===== src/rtl/uart_top_rx.sv =====
// uart_top_rx: receive half of the UART.
// Synchronises the serial line, finds the start edge, samples each bit at
// mid-period with a local baud down-counter, checks optional even parity and
// one or two stop bits, and pushes every completed byte into a show-ahead FIFO.
//
// Ports:
//   clk          system clock, rising edge
//   reset        asynchronous active-high reset
//   rx           serial line, idle high, asynchronous to clk
//   parity_sel   1 = even parity bit present
//   stop_sel     0 = one stop bit, 1 = two stop bits
//   baud_divisor clocks per bit period (values below 4 act as 4)
//   rd_en        pop the FIFO head (ignored when empty)
//   err_clr      clear all sticky error flags
//   rx_data      FIFO head byte, valid while rxfe = 0
//   rxfe / rxff  FIFO empty / full
//   rx_done      one-cycle pulse per completed frame
//   parity_err, frame_err, overrun_err  sticky error flags
module uart_top_rx #(
  parameter int unsigned DEPTH = 8
) (
  input  logic        clk,
  input  logic        reset,
  input  logic        rx,
  input  logic        parity_sel,
  input  logic        stop_sel,
  input  logic [11:0] baud_divisor,
  input  logic        rd_en,
  input  logic        err_clr,
  output logic [7:0]  rx_data,
  output logic        rxfe,
  output logic        rxff,
  output logic        rx_done,
  output logic        parity_err,
  output logic        frame_err,
  output logic        overrun_err
);

  localparam int unsigned CW = 12;
  localparam int unsigned AW = $clog2(DEPTH);
  localparam int unsigned PW = AW + 1;

  typedef enum logic [2:0] {
    S_IDLE,
    S_START,
    S_DATA,
    S_PARITY,
    S_STOP1,
    S_STOP2
  } state_t;

  // Line synchroniser and previous-sample register (all idle high)
  logic r_sync1;
  logic r_rx_s;
  logic r_rx_prev;

  always_ff @(posedge clk or posedge reset) begin
    if (reset) begin
      r_sync1   <= 1'b1;
      r_rx_s    <= 1'b1;
      r_rx_prev <= 1'b1;
    end else begin
      r_sync1   <= rx;
      r_rx_s    <= r_sync1;
      r_rx_prev <= r_rx_s;
    end
  end

  // Clamped bit period, half period for the start bit, full-period reload
  logic [CW-1:0] w_div;
  logic [CW-1:0] w_half;
  logic [CW-1:0] w_reload;
  logic          w_tick;
  logic          w_fall;

  state_t        r_state;
  logic [CW-1:0] r_cnt;
  logic [2:0]    r_bitcnt;
  logic [7:0]    r_shift;
  logic          r_par_en;
  logic          r_stop2;
  logic          r_par_bad;
  logic          r_frm_bad;
  logic          r_rx_done;

  assign w_div    = (baud_divisor < CW'(4)) ? CW'(4) : baud_divisor;
  assign w_half   = w_div >> 1;
  assign w_reload = w_div - CW'(1);
  assign w_tick   = (r_cnt == '0);
  assign w_fall   = r_rx_prev & ~r_rx_s;

  // Receive FSM; rx_done rises the cycle after the final stop sample while the
  // FSM is already back in IDLE, so a back-to-back start edge is not missed.
  always_ff @(posedge clk or posedge reset) begin
    if (reset) begin
      r_state   <= S_IDLE;
      r_cnt     <= '0;
      r_bitcnt  <= '0;
      r_shift   <= '0;
      r_par_en  <= 1'b0;
      r_stop2   <= 1'b0;
      r_par_bad <= 1'b0;
      r_frm_bad <= 1'b0;
      r_rx_done <= 1'b0;
    end else begin
      r_rx_done <= 1'b0;
      case (r_state)
        S_IDLE: begin
          if (w_fall) begin
            r_cnt     <= w_half;
            r_par_en  <= parity_sel;
            r_stop2   <= stop_sel;
            r_par_bad <= 1'b0;
            r_frm_bad <= 1'b0;
            r_state   <= S_START;
          end
        end
        S_START: begin
          if (!w_tick) begin
            r_cnt <= r_cnt - CW'(1);
          end else if (!r_rx_s) begin
            r_cnt    <= w_reload;
            r_bitcnt <= '0;
            r_state  <= S_DATA;
          end else begin
            // Line went back high before mid-bit: glitch, not a start bit
            r_state <= S_IDLE;
          end
        end
        S_DATA: begin
          if (!w_tick) begin
            r_cnt <= r_cnt - CW'(1);
          end else begin
            r_shift  <= {r_rx_s, r_shift[7:1]};
            r_cnt    <= w_reload;
            r_bitcnt <= r_bitcnt + 3'd1;
            if (r_bitcnt == 3'd7) begin
              r_state <= r_par_en ? S_PARITY : S_STOP1;
            end
          end
        end
        S_PARITY: begin
          if (!w_tick) begin
            r_cnt <= r_cnt - CW'(1);
          end else begin
            r_par_bad <= (^r_shift) ^ r_rx_s;
            r_cnt     <= w_reload;
            r_state   <= S_STOP1;
          end
        end
        S_STOP1: begin
          if (!w_tick) begin
            r_cnt <= r_cnt - CW'(1);
          end else begin
            r_frm_bad <= ~r_rx_s;
            if (r_stop2) begin
              r_cnt   <= w_reload;
              r_state <= S_STOP2;
            end else begin
              r_rx_done <= 1'b1;
              r_state   <= S_IDLE;
            end
          end
        end
        S_STOP2: begin
          if (!w_tick) begin
            r_cnt <= r_cnt - CW'(1);
          end else begin
            r_frm_bad <= r_frm_bad | ~r_rx_s;
            r_rx_done <= 1'b1;
            r_state   <= S_IDLE;
          end
        end
        default: r_state <= S_IDLE;
      endcase
    end
  end

  // Show-ahead FIFO with one extra pointer bit to tell full from empty
  logic [7:0]    r_mem [DEPTH];
  logic [PW-1:0] r_wr_ptr;
  logic [PW-1:0] r_rd_ptr;
  logic          w_empty;
  logic          w_full;
  logic          w_pop;
  logic          w_wr;
  logic          w_ovr;

  assign w_empty = (r_wr_ptr == r_rd_ptr);
  assign w_full  = (r_wr_ptr[AW-1:0] == r_rd_ptr[AW-1:0]) &&
                   (r_wr_ptr[AW] != r_rd_ptr[AW]);
  assign w_pop   = rd_en & ~w_empty;
  // A pop in the same cycle frees the slot, so a full FIFO still accepts
  assign w_wr    = r_rx_done & (~w_full | w_pop);
  assign w_ovr   = r_rx_done & w_full & ~rd_en;

  always_ff @(posedge clk or posedge reset) begin
    if (reset) begin
      r_wr_ptr <= '0;
      r_rd_ptr <= '0;
    end else begin
      if (w_wr) begin
        r_wr_ptr <= r_wr_ptr + PW'(1);
      end
      if (w_pop) begin
        r_rd_ptr <= r_rd_ptr + PW'(1);
      end
    end
  end

  always_ff @(posedge clk) begin
    if (w_wr) begin
      r_mem[r_wr_ptr[AW-1:0]] <= r_shift;
    end
  end

  // Sticky error flags: a new event wins over a simultaneous clear
  logic r_parity_err;
  logic r_frame_err;
  logic r_overrun_err;

  always_ff @(posedge clk or posedge reset) begin
    if (reset) begin
      r_parity_err  <= 1'b0;
      r_frame_err   <= 1'b0;
      r_overrun_err <= 1'b0;
    end else begin
      r_parity_err  <= (r_rx_done & r_par_bad) | (r_parity_err & ~err_clr);
      r_frame_err   <= (r_rx_done & r_frm_bad) | (r_frame_err & ~err_clr);
      r_overrun_err <= w_ovr | (r_overrun_err & ~err_clr);
    end
  end

  assign rx_data     = w_empty ? 8'h00 : r_mem[r_rd_ptr[AW-1:0]];
  assign rxfe        = w_empty;
  assign rxff        = w_full;
  assign rx_done     = r_rx_done;
  assign parity_err  = r_parity_err;
  assign frame_err   = r_frame_err;
  assign overrun_err = r_overrun_err;

endmodule


===== config.mk =====
export PLATFORM = sky130hd
export DESIGN_NAME = uart_top_rx
export DESIGN_NICKNAME = d
export VERILOG_FILES = /design/src/rtl/uart_top_rx.sv
export SDC_FILE = /design/constraint.sdc
export NUM_CORES = 1
export LEC_CHECK = 0
export CAP_MARGIN = 20
export CORE_UTILIZATION = 59
export CTS_BUF_LIST = sky130_fd_sc_hd__clkbuf_4 sky130_fd_sc_hd__clkbuf_8 sky130_fd_sc_hd__clkbuf_16
export CTS_CLUSTER_DIAMETER = 80
export DETAILED_ROUTE_END_ITERATION = 6
export PLACE_DENSITY = 0.79
export SLEW_MARGIN = 40
export SYNTH_ARGS = -nofsm -noshare
export SYNTH_HDL_FRONTEND = slang
export SYNTH_SLANG_ARGS = --single-unit

===== constraint.sdc =====
create_clock -name clk -period 3.21 [get_ports clk]
set_clock_uncertainty 0.15 [all_clocks]
set_input_delay 0.642 -clock clk [delete_from_list [all_inputs] [get_ports clk]]
set_output_delay 0.642 -clock clk [all_outputs]
set_load 0.01 [all_outputs]

=== Word-level counts from Yosys, hierarchy flattened ===
Memories as Yosys holds them, arrays and structs flattened.
Cells that the tools add are included.

* Flip-flop bits (word level): 45
* Input port bits: 19
* Memory bits (writable): 64
* Memories kept: 1
* Word-level logic and storage cells: 118
* Output and inout bits: 14

{| class="wikitable"
|+ Memory list
! name !! words !! bits a word !! rd ports !! clocked after memory_dff !! write ports !! RTL line !! source
|-
| r_mem || 8 || 8 || 1 || 0 || 1 || 180 || <nowiki>logic [7:0] r_mem [DEPTH];</nowiki>
|}

* $lt $le $gt $ge: 1
* Muxes and demuxes: 37
* Bitwise logic cells: 21
* Equality and inequality tests: 20
* Add/sub/neg operators: 5
* Reductions and logical operators: 16

{| class="wikitable"
|+ Operators by type and width
! operator !! count
|-
| 12-bit two-way mux || 8
|-
| 12-bit one-hot mux with 5 select lines || 1
|-
| 3-bit two-way mux || 12
|-
| 12-bit by 1-bit subtractor with 12-bit output, second input constant || 2
|-
| 2-bit inequality test, second input constant || 9
|-
| 3-bit one-hot mux with 6 select lines || 1
|-
| 12-bit logical NOT || 1
|-
| 12-bit by 3-bit less-than comparator with 1-bit output, second input constant || 1
|-
| 1-bit AND || 10
|-
| 3-bit == test, second input constant || 3
|-
| 1-bit two-way mux || 9
|-
| 4-bit by 1-bit adder with 4-bit output, second input constant || 2
|-
| 8-bit two-way mux || 1
|-
| 4-bit AND reduction || 2
|-
| 8-bit parity || 1
|-
| 7-bit AND reduction || 1
|-
| 3-bit by 2-bit == test with 1-bit output, second input constant || 2
|-
| 3-bit inequality test, second input constant || 2
|-
| 3-bit one-hot mux with 2 select lines || 1
|-
| 1-bit inverter || 5
|-
| 1-bit OR || 5
|-
| 5-bit AND reduction || 1
|-
| 5-bit nonzero test || 1
|-
| 4-bit == test || 1
|-
| 15 further kinds || 18
|}

=== Depth between registers and ports, before layout ===
* Depth after elaboration: 7
* Gate-level depth with buffers: 10
* Mapped depth without buffers: 9

=== Least setup slack after synthesis ===
OpenSTA, ideal clock, no wires.

* Kind: input-to-reg
* Start point: input baud_divisor[10]
* End point: register r_cnt[8]
* Path buffers: 0
* Stages: 9
* Data required time: 2.944 ns
* Arrival time: 3.124 ns
* Setup slack: -0.179 ns
* Library setup time: 0.116 ns
* Cells stage by stage: nor3_1 -> nand3_1 -> nand2_1 -> ha_1 -> or4b_2 -> a211oi_1 -> xor2_1 -> o311ai_0 -> o311ai_0

* Cells in the longest elaborated chain, start to end: 6
* Elaborated cells on any way between the ends: 10
* Those cells by class: add/sub (1); order compare (1); mux (8)

{| class="wikitable"
|+ Ends and longest elaborated chain
! element !! RTL line !! source
|-
| start, declared || 27 || <nowiki>input logic [11:0] baud_divisor,</nowiki>
|-
| 12-bit by 3-bit less-than comparator with 1-bit output * || 86 || <nowiki>assign w_div = (baud_divisor < CW'(4)) ? CW'(4) : baud_divisor;</nowiki>
|-
| 12-bit two-way mux * || 86 ||
|-
| 12-bit by 1-bit subtractor with 12-bit output || 88 || <nowiki>assign w_reload = w_div - CW'(1);</nowiki>
|-
| 12-bit two-way mux, on equally long branches || 156, 121 ||
|-
| 12-bit two-way mux, on equally long branches || 152, 119 ||
|-
| 12-bit one-hot mux with 5 select lines * || 107 || <nowiki>case (r_state)</nowiki>
|-
| end signal, assigned || 110 || <nowiki>r_cnt <= w_half;</nowiki>
|-
| end signal, assigned || 153 || <nowiki>r_cnt <= r_cnt - CW'(1);</nowiki>
|-
| end signal, assigned || 157 || <nowiki>r_cnt <= w_reload;</nowiki>
|-
| end, declared || 77 || <nowiki>logic [CW-1:0] r_cnt;</nowiki>
|}

Mark *: on every way between the ends. The rest lies on a longest branch, timed or not. The select of a mux whose other input is x is not followed.
A chain may end at the register's enable or synchronous reset.

=== Final worst setup path ===
* Start point: input baud_divisor[4]
* End point: register r_cnt[10]

* Cells in the longest elaborated chain, start to end: 6
* Elaborated cells on any way between the ends: 10
* Those cells by class: add/sub (1); order compare (1); mux (8)

{| class="wikitable"
|+ Ends and longest elaborated chain
! element !! RTL line
|-
| 12-bit by 3-bit less-than comparator with 1-bit output || 86
|-
| 12-bit two-way mux * || 86
|-
| 12-bit by 1-bit subtractor with 12-bit output || 88
|-
| 12-bit two-way mux, on equally long branches || 156, 121
|-
| 12-bit two-way mux, on equally long branches || 152, 119
|-
| 12-bit one-hot mux with 5 select lines * || 107
|}

Marks and branches as above.

==> run_results.csv <==
group,metric,value,unit
cells_and_area,fin_cells,607,
hold_path,min_path_type,"reg2reg",
clocking,cts_root_buf,"clkbuf_8",
setup_path,r2r_start,"r_cnt[2]$_DFFE_PP0P_",
route,post_drt_wl_per_cell,18.8,um
timing,fin_crit,3.07,ns
yosys,synth_top_area_share,0.358,
floorplan,design.core.area,0.00876,mm2
route,drt.antenna.violating_nets,0,
yosys,ys_ff_latch,109,
clocking,clkTransAtPathRegs,0.11,ns
global_route,overflow,0,
power,p_leak,0.00243,uW
setup_path,reg2reg_slack,0.42,ns
place,dpl_cell_area,0.00601,mm2
place,dp_hpwl,7.82,mm
yosys,synth_compound_area_frac,0.115,
timing,fin_crit_sh,0.957,
yosys,seq_area_frac_synth,0.569,
timing,rsz0062_at_grt,"false",
yosys,synthMuxAreaShare,0.0965,
timing,setup_viol_count_final,0,
place,dp_cells,590,
setup_path,startpoint,"baud_divisor[4]",
setup_path,reg2reg_to,"r_shift[3]$_DFFE_PP0P_",
timing,relSlewSlack,0.554,
power,powerDensity,686,mW/mm2
yosys,synthArstFlopShare,0.413,
timing,hold_viol_final,0,
clocking,clockBufferDepth,2,
clocking,cts_tree,"done",
global_route,grt_pass1_wl,18.9,mm
clocking,hold_buffers,0,
setup_path,worst_setup_path_start_kind,"input port",
timing,tightest_slew,0.663,ns
setup_path,rr_worst_depth,6,
yosys,synth_most_common_cell,"edfxtp_1",
yosys,syn_area,0.00537,mm2
status,status,"completed",
global_route,grt_max_degree,46,
clocking,htree_levels,3,
cells_and_area,fin_nets,519,
flow_run,cap_violations,0,
timing,fmax,325,MHz
floorplan,fp-row-count,34,
setup_path,timing.critical_path.required,3.31,ns
power,vdd_drop_max,0.000356,V
setup_path,cp_data_arrival_time,3.18,ns
yosys,netlist_top_cells_area,"edfxtp_1 (36%), dfrtp_1 (20%), mux4_2 (6.7%)",
global_route,antenna_found_initial,0,
route,first_pass_iters,4,
floorplan,dieArea,0.00948,mm2
setup_path,endpoint,"r_cnt[10]$_DFFE_PP0P_",
yosys,syn_nets,465,
clocking,clk_latency,0.38,ns
yosys,synth_ff_type,"edfxtp_1",
setup_path,end_kind,"register",
global_route,grt_usage,0.256,
cells_and_area,final_layout_size_suffix_gt1_frac,0.176,
cells_and_area,final.fill_count,620,
timing,finalMaxSlewViolations,0,
route,via_per_inst,6.29,
yosys,synthCells,440,
yosys,ys_warn_count,0,
global_route,grt_pass1_vias,3744,
timing,hold_ws,0.208,ns
floorplan,pin_count,33,
cells_and_area,area_growth,16.2,%
yosys,synth_edf_count,64,
yosys,yosys-top-cells-count,"edfxtp_1 (64), nand2_1 (45), dfrtp_1 (42)",
floorplan,die_h,97.4,um
place,place_congestion,0.893,
clocking,clock_sinks,109,
yosys,synth_xor_area_frac,0.0424,
setup_path,critPathMaxFanout,3,
route,first_iter_violations,265,
yosys,yosys.cell_types.count,62,
route,drc,0,
setup_path,crit_type,"in2reg",
cells_and_area,diodes,0,
yosys,synth_top_family_by_area,"simple AND/OR/NAND/NOR gates",
cells_and_area,postLayoutCellArea,0.00624,mm2
yosys,synth_simple_gate_area_share,0.134,
yosys,yosys.area_share.adder,0.0140,
clocking,cts_buffers,9,
cells_and_area,final_core_util,0.712,
floorplan,start_util,0.612,
floorplan,fp.dieW,97.4,um
place,port_buffers,32,
route,vias,3819,
yosys,synth_top_cell_by_area,"edfxtp_1",
route,drt_wl_total,11.4,mm
yosys,synth_area_per_cell,12.2,um2
registers in the layout, indices dropped and copies added, names as in the netlist, 3 cells and up:
name      count
r_mem        64
r_cnt        12
r_shift       8
r_rd_ptr      4
r_wr_ptr      4
r_bitcnt      3
r_state       3
how the worst min path moves through the flow:
stage	start	slack, ns	end	cells after the start
after floorplan	r_sync1$_DFF_PP1_	0.20	r_rx_s$_DFF_PP1_	0
after global placement	r_sync1$_DFF_PP1_	0.20	r_rx_s$_DFF_PP1_	0
after detailed placement	r_sync1$_DFF_PP1_	0.20	r_rx_s$_DFF_PP1_	0
after CTS	r_sync1$_DFF_PP1_	0.21	r_rx_s$_DFF_PP1_	0
after global routing	r_sync1$_DFF_PP1_	0.21	r_rx_s$_DFF_PP1_	0
final	r_sync1$_DFF_PP1_	0.21	r_rx_s$_DFF_PP1_	0
metal layers:
metal | vias up | GRT usage | wire, um
met5 | - | 0 | 0
met4 | 0 | 0.0939 | 172
met3 | 16 | 0.0388 | 768
met2 | 149 | 0.399 | 5530
met1 | 1871 | 0.368 | 4920
li1 | 1783 | - | -
timing repair:
action	CTS	global route
pin swaps	2	1
endpoints found under the setup margin	2	1
setup buffers	1	0
gates resized for setup	5	1
worst max-delay path, stage by stage:
cell,delay [ns]
clkdlybuf4s50_1,0.45
nor4_2,0.33
nand3_1,0.17
nand2_1,0.13
ha_1,0.17
or4b_4,0.50
nor4_2,0.20
nor3b_1,0.12
o311ai_1,0.34
nand4_1,0.14
power breakdown:
group	leakage (uW)	internal [uW]	switching, uW
Combinational	0.00112	794	852
Clock	0.0000915	371	493
Sequential	0.00122	1600	167
Total	0.00243	2770	1510
metrics by stage:
step | power (uW) | setup WS [ns] | setup TNS [ns]
detailed placement | 3420 | -0.538 | -1.45
CTS | 4280 | 0.150 | 0
global placement | 3390 | -0.286 | -0.816
finish | 4280 | 0.138 | 0
floorplan | 2920 | 0.00301 | 0
global route | 4520 | 0.0657 | 0
cells in the final DEF (no fill, tap or decap), types with 8 or more instances in the layout:
cell type	instances
nor2_1	27
xor2_1	10
buf_4	36
xnor2_1	16
edfxtp_1	64
nand3_1	11
clkdlybuf4s50_1	32
a21oi_1	19
nor3_1	15
dfrtp_1	42
nor3b_1	8
mux2i_1	9
nand2_1	45
o21ai_0	9
mux4_2	16
inv_1	10
clkbuf_8	9
layout make-up:
| cell class | instances | area [um2] | area share |
|---|---|---|---|
| Timing Repair Buffer | 69 | 611 | 0.0979 |
| Inverter | 11 | 43.8 | 0.00702 |
| Clock inverter | 7 | 82.6 | 0.0132 |
| Tap cell | 108 | 135 | 0.0217 |
| Sequential cell | 109 | 3050 | 0.489 |
| Clock buffer | 9 | 124 | 0.0199 |
| Multi-Input combinational cell | 294 | 2190 | 0.351 |
cells by family (layout without fill, tap and decap cells):
group | count (synthesis) | count (layout)
adder cells (fa/ha/maj) | 6 | 6
AO/OA/AOI/OAI | 87 | 87
buffers and inverters | 37 | 96
flip-flops | 109 | 109
AND/OR/NAND/NOR | 144 | 144
multiplexers | 31 | 31
XOR/XNOR | 26 | 26
No activity file was read; power rests on OpenSTA's default activity.
